==> src/rtl/alorium_lfsr_pkg.sv <==
`default_nettype none
// ---------------------------------------------------------------------------
// alorium_lfsr_pkg : shared constants, FSM encoding and Galois step function
// Revision: 1.0
// ---------------------------------------------------------------------------
package alorium_lfsr_pkg;

  // Maximal-length Galois feedback masks for common widths
  localparam logic [7:0]  POLY_W8  = 8'hB8;
  localparam logic [15:0] POLY_W16 = 16'hB400;
  localparam logic [31:0] POLY_W32 = 32'hA3000000;

  typedef enum logic [0:0] {
    ST_IDLE  = 1'b0,
    ST_BURST = 1'b1
  } lfsr_state_t;

  // Operates on a zero-extended 32-bit view so callers of any width can share it
  function automatic logic [31:0] lfsr_next(input logic [31:0] cur,
                                            input logic [31:0] poly);
    lfsr_next = (cur >> 1) ^ (cur[0] ? poly : 32'h0);
  endfunction

endpackage
`default_nettype wire

==> src/rtl/alorium_lfsr_gen.sv <==
`default_nettype none
// ---------------------------------------------------------------------------
// alorium_lfsr_gen : Galois LFSR with seed load, single-step and burst modes
// Revision: 1.0
// ---------------------------------------------------------------------------
module alorium_lfsr_gen
  import alorium_lfsr_pkg::*;
#(
  parameter int               WIDTH      = 16,
  parameter logic [WIDTH-1:0] POLY       = 'hB400,
  parameter logic [WIDTH-1:0] RESET_SEED = 'h0001
) (
  input  logic             clk,
  input  logic             reset_n,
  input  logic             new_seed,
  input  logic [WIDTH-1:0] seed,
  input  logic             enable,
  input  logic             burst_start,
  input  logic [7:0]       burst_len,
  output logic [WIDTH-1:0] lfsr_data,
  output logic             busy,
  output logic             done,
  output logic             wrap,
  output logic             seed_err
);

  lfsr_state_t      state;
  logic [WIDTH-1:0] anchor;
  logic [7:0]       remaining;
  logic [WIDTH-1:0] next_data;
  logic             next_hits_anchor;

  assign next_data        = WIDTH'(lfsr_next(32'(lfsr_data), 32'(POLY)));
  assign next_hits_anchor = (next_data == anchor);

  always_ff @(posedge clk or negedge reset_n) begin
    if (!reset_n) begin
      state     <= ST_IDLE;
      lfsr_data <= RESET_SEED;
      anchor    <= RESET_SEED;
      remaining <= 8'd0;
      busy      <= 1'b0;
      done      <= 1'b0;
      wrap      <= 1'b0;
      seed_err  <= 1'b0;
    end else begin
      done     <= 1'b0;
      wrap     <= 1'b0;
      seed_err <= 1'b0;

      if (new_seed) begin
        // A zero seed would lock the register up, so the reset seed stands in
        if (seed == '0) begin
          lfsr_data <= RESET_SEED;
          anchor    <= RESET_SEED;
          seed_err  <= 1'b1;
        end else begin
          lfsr_data <= seed;
          anchor    <= seed;
        end
        state     <= ST_IDLE;
        busy      <= 1'b0;
        remaining <= 8'd0;
      end else begin
        case (state)
          ST_BURST: begin
            lfsr_data <= next_data;
            wrap      <= next_hits_anchor;
            remaining <= remaining - 8'd1;
            if (remaining == 8'd1) begin
              state <= ST_IDLE;
              busy  <= 1'b0;
              done  <= 1'b1;
            end
          end
          default: begin
            if (burst_start) begin
              remaining <= burst_len;
              if (burst_len == 8'd0) begin
                done <= 1'b1;
              end else begin
                state <= ST_BURST;
                busy  <= 1'b1;
              end
            end else if (enable) begin
              lfsr_data <= next_data;
              wrap      <= next_hits_anchor;
            end
          end
        endcase
      end
    end
  end

endmodule
`default_nettype wire

==> config.mk <==
export PLATFORM = sky130hd
export DESIGN_NAME = alorium_lfsr_gen
export DESIGN_NICKNAME = d
export VERILOG_FILES = /design/src/rtl/alorium_lfsr_pkg.sv /design/src/rtl/alorium_lfsr_gen.sv
export SDC_FILE = /design/constraint.sdc
export NUM_CORES = 1
export LEC_CHECK = 0
export CAP_MARGIN = 20
export CORE_MARGIN = 2
export CORE_UTILIZATION = 46
export CTS_CLUSTER_SIZE = 40
export DETAILED_ROUTE_END_ITERATION = 6
export PLACE_DENSITY_LB_ADDON = 0.3
export SYNTH_ARGS = -nofsm -noshare
export SYNTH_HDL_FRONTEND = slang
export SYNTH_SLANG_ARGS = --single-unit
==> constraint.sdc <==
create_clock -name clk -period 1.4 [get_ports clk]
set_input_delay 0.35 -clock clk [delete_from_list [all_inputs] [get_ports clk]]
set_output_delay 0.35 -clock clk [all_outputs]
set_load 0.01 [all_outputs]
==> flow_metrics.tcl <==
set metrics [dict create \
    outcome "finished with violations" \
    violations "setup timing" \
    dieArea_um2 5590 \
    cts_tree "yes" \
    p_total_mw 3.65 \
    cap_violations 0 \
    io_pins 49 \
    crit_arrival_ns 1.75 \
    fin_crit_sh_pct 112 \
    synthesis.area_um2 2300 \
    finClkSkew_ns 0.00327 \
    cts-root-buf "clkbuf_8" \
    clkLatencyLatePin_ns 0.30 \
    path_max_fanout 3 \
    place.gp.congestion 0.790 \
    postRouteAntennaNets 0 \
    die_w_um 74.7 \
    port_buffers 48 \
    grt_usage_pct 23.0 \
    holdBufCountCts 0 \
    setup_viol 8 \
    area_growth_pct 49.5 \
    clock.fmax_mhz 640 \
    grt_max_degree 57 \
    grt_first_pass_wirelength_mm 9.58 \
    rsz0062_at_grt "yes" \
    vdd_drop_max_mv 0.600 \
    layout_setup_ws_ns -0.162 \
    netlist_top_cells_count "dfrtp_1, o21ai_1, inv_1, nand2_1, mux2i_1" \
    dr.pass1.iters 4 \
    max_slew.worst_pin.slew_ns 0.425 \
    syn_nets 256 \
    totalNegativeSetupSlack_ns -0.812 \
    viasPerCell 5.10 \
    chipHeight_um 74.7 \
    place_ws_ns -0.620 \
    synth.area.top_cells "dfrtp_1, mux2i_1, xor2_1, o21ai_1, xnor2_1" \
    seq_area_frac_synth_pct 49.0 \
    first_global_vias 2049 \
    antenna_found_initial 0 \
    synth_most_common_cell "dfrtp_1" \
    synth-async-reset-ratio_pct 100 \
    synth_top_area_share_pct 46.7 \
    hold_violations 0 \
    worstSetupPathType "reg -> reg" \
    cts_sinks 45 \
    final_cell_area_um2 3440 \
    report.final.slew_viol_count 0 \
    drive_gt1_share_pct 28.4 \
    core_region_area_um2 4790 \
    drc 0 \
    nNetsFinal 361 \
    gr-total-overflow 0 \
    htreeDepth 2 \
    routed-via-count 2031 \
    rows 25 \
    drt_iter0_markers 98 \
    setup.worst_path.end_class "register" \
    ys.flop_type "dfrtp_1" \
    p_leak_nw 1.63 \
    synthDistinctLibCells 40 \
    clkTransAtPathRegs_ns 0.08 \
    avgSynthCellArea_um2 10.2 \
    initial_core_util_pct 48.1 \
    hpwl_mm 3.78 \
    synth_cells 225 \
    finalCriticalPeriod_ns 1.56 \
    relSlewSlack_pct 71.6 \
    clockBufferDepth 2 \
    synth-seq-cells 45 \
    critPathLaunchType "register" \
    drt-total-wl_mm 5.81 \
    cp.required_ns 1.58 \
    yosysWarnings 0 \
    hp-class "in -> async" \
    pwr_density_cell_nw_per_um2 1060 \
    yosysTopAreaCell "dfrtp_1" \
    antenna_cells 0 \
    numCtsBuffers 5 \
    synth-edff-count 0 \
    wl_per_cell_um 14.6 \
    placed_area_um2 3170 \
    timing.hold.ws_ns 0.0108 \
]
worst max-delay path: stages, from the launching register on:
cell and delay [ns]:
dfrtp_1 0.38, or4_4 0.58, nor4b_4 0.27, a21bo_1 0.15
a21oi_1 0.06
power by group:
group | leakage (nW) | internal, mW | switching [mW]
logic | 1.02 | 0.593 | 0.501
registers | 0.555 | 1.43 | 0.112
clock network | 0.0585 | 0.582 | 0.429
per-layer routing:
layer	part of all wire [%]	wire [um]	global-route usage, %
met5	0	0	0
met4	1.0	58	5.95
met3	4.0	232	4.82
met2	49	2840	36.9
met1	46	2670	32.1
timing repair:
item,in CTS,in global routing
endpoints found under the setup margin,46,14
gates resized for setup,38,7
gates cloned,1,0
setup buffers,17,1
pin swaps,4,0
cell usage in the layout, fill, tap and decap left out, drive strengths merged, types with 2 or more instances in the layout:
cell	instances
mux2	2
a21oi	8
or3	2
nand4	2
dlygate4sd2	21
clkdlybuf4s50	21
nor2	6
nor2b	4
ha	2
nor3	2
buf	64
nor4	9
mux2i	16
clkbuf	8
o21ai	32
inv	20
a211oi	11
dfrtp	43
or4	3
dfstp	2
xnor2	9
xor2	15
nand2	17
cell type report:
| cell class | count | area, um^2 |
|---|---|---|
| Fill cell | 372 | 1350 |
| Sequential cell | 45 | 1130 |
| Multi-Input combinational cell | 150 | 1110 |
| Timing Repair Buffer | 108 | 925 |
| Clock buffer | 7 | 86.3 |
| Tap cell | 67 | 83.8 |
| Inverter | 20 | 75.1 |
| Clock inverter | 1 | 30.0 |
per-stage QoR:
stage          cells  util [%]
2_1_floorplan    225         -
3_3_place_gp     372      66.2
3_5_place_dp     372      66.2
4_1_cts          398      71.5
5_1_grt          398      71.9
6_report         398      71.9
cell families (layout without fill, tap and decap cells):
| family | Yosys count | in the layout | synth area share [%] |
|---|---|---|---|
| xor+xnor | 24 | 24 | 9.13 |
| mux | 18 | 18 | 7.93 |
| flops | 45 | 45 | 49.0 |
| compound gates | 55 | 56 | 14.6 |
| fa+ha+maj | 2 | 2 | 1.09 |
| buf+inv | 31 | 136 | 5.33 |
| simple gates | 50 | 50 | 12.9 |
sequential cells by signal (all words and copies together), names as in the netlist:
| name | flops |
|---|---|
| wrap | 1 |
| busy | 1 |
| lfsr_data | 16 |
| remaining | 8 |
| seed_err | 1 |
| done | 1 |
| state | 1 |
| anchor | 16 |
path summary, 6_finish.rpt:
| check | from | end | slack (ns) | depth (start not counted) |
|---|---|---|---|---|
| hold / removal | reset_n | anchor[2]$_DFFE_PN0P_ | 0.01 | 2 |
| max in group asynchronous | reset_n | lfsr_data[0]$_DFFE_PN1P_ | 1.12 | 2 |
| setup reg to reg | remaining[5]$_DFFE_PN0P_ | busy$_DFFE_PN0P_ | -0.16 | 4 |
| setup / recovery | remaining[5]$_DFFE_PN0P_ | busy$_DFFE_PN0P_ | -0.16 | 4 |
| hold reg to reg | anchor[0]$_DFFE_PN1P_ | anchor[0]$_DFFE_PN1P_ | 0.50 | 2 |
| min in group clk | new_seed | wrap$_DFF_PN0_ | 0.36 | 3 |
Power figures use the tool's default switching activity.
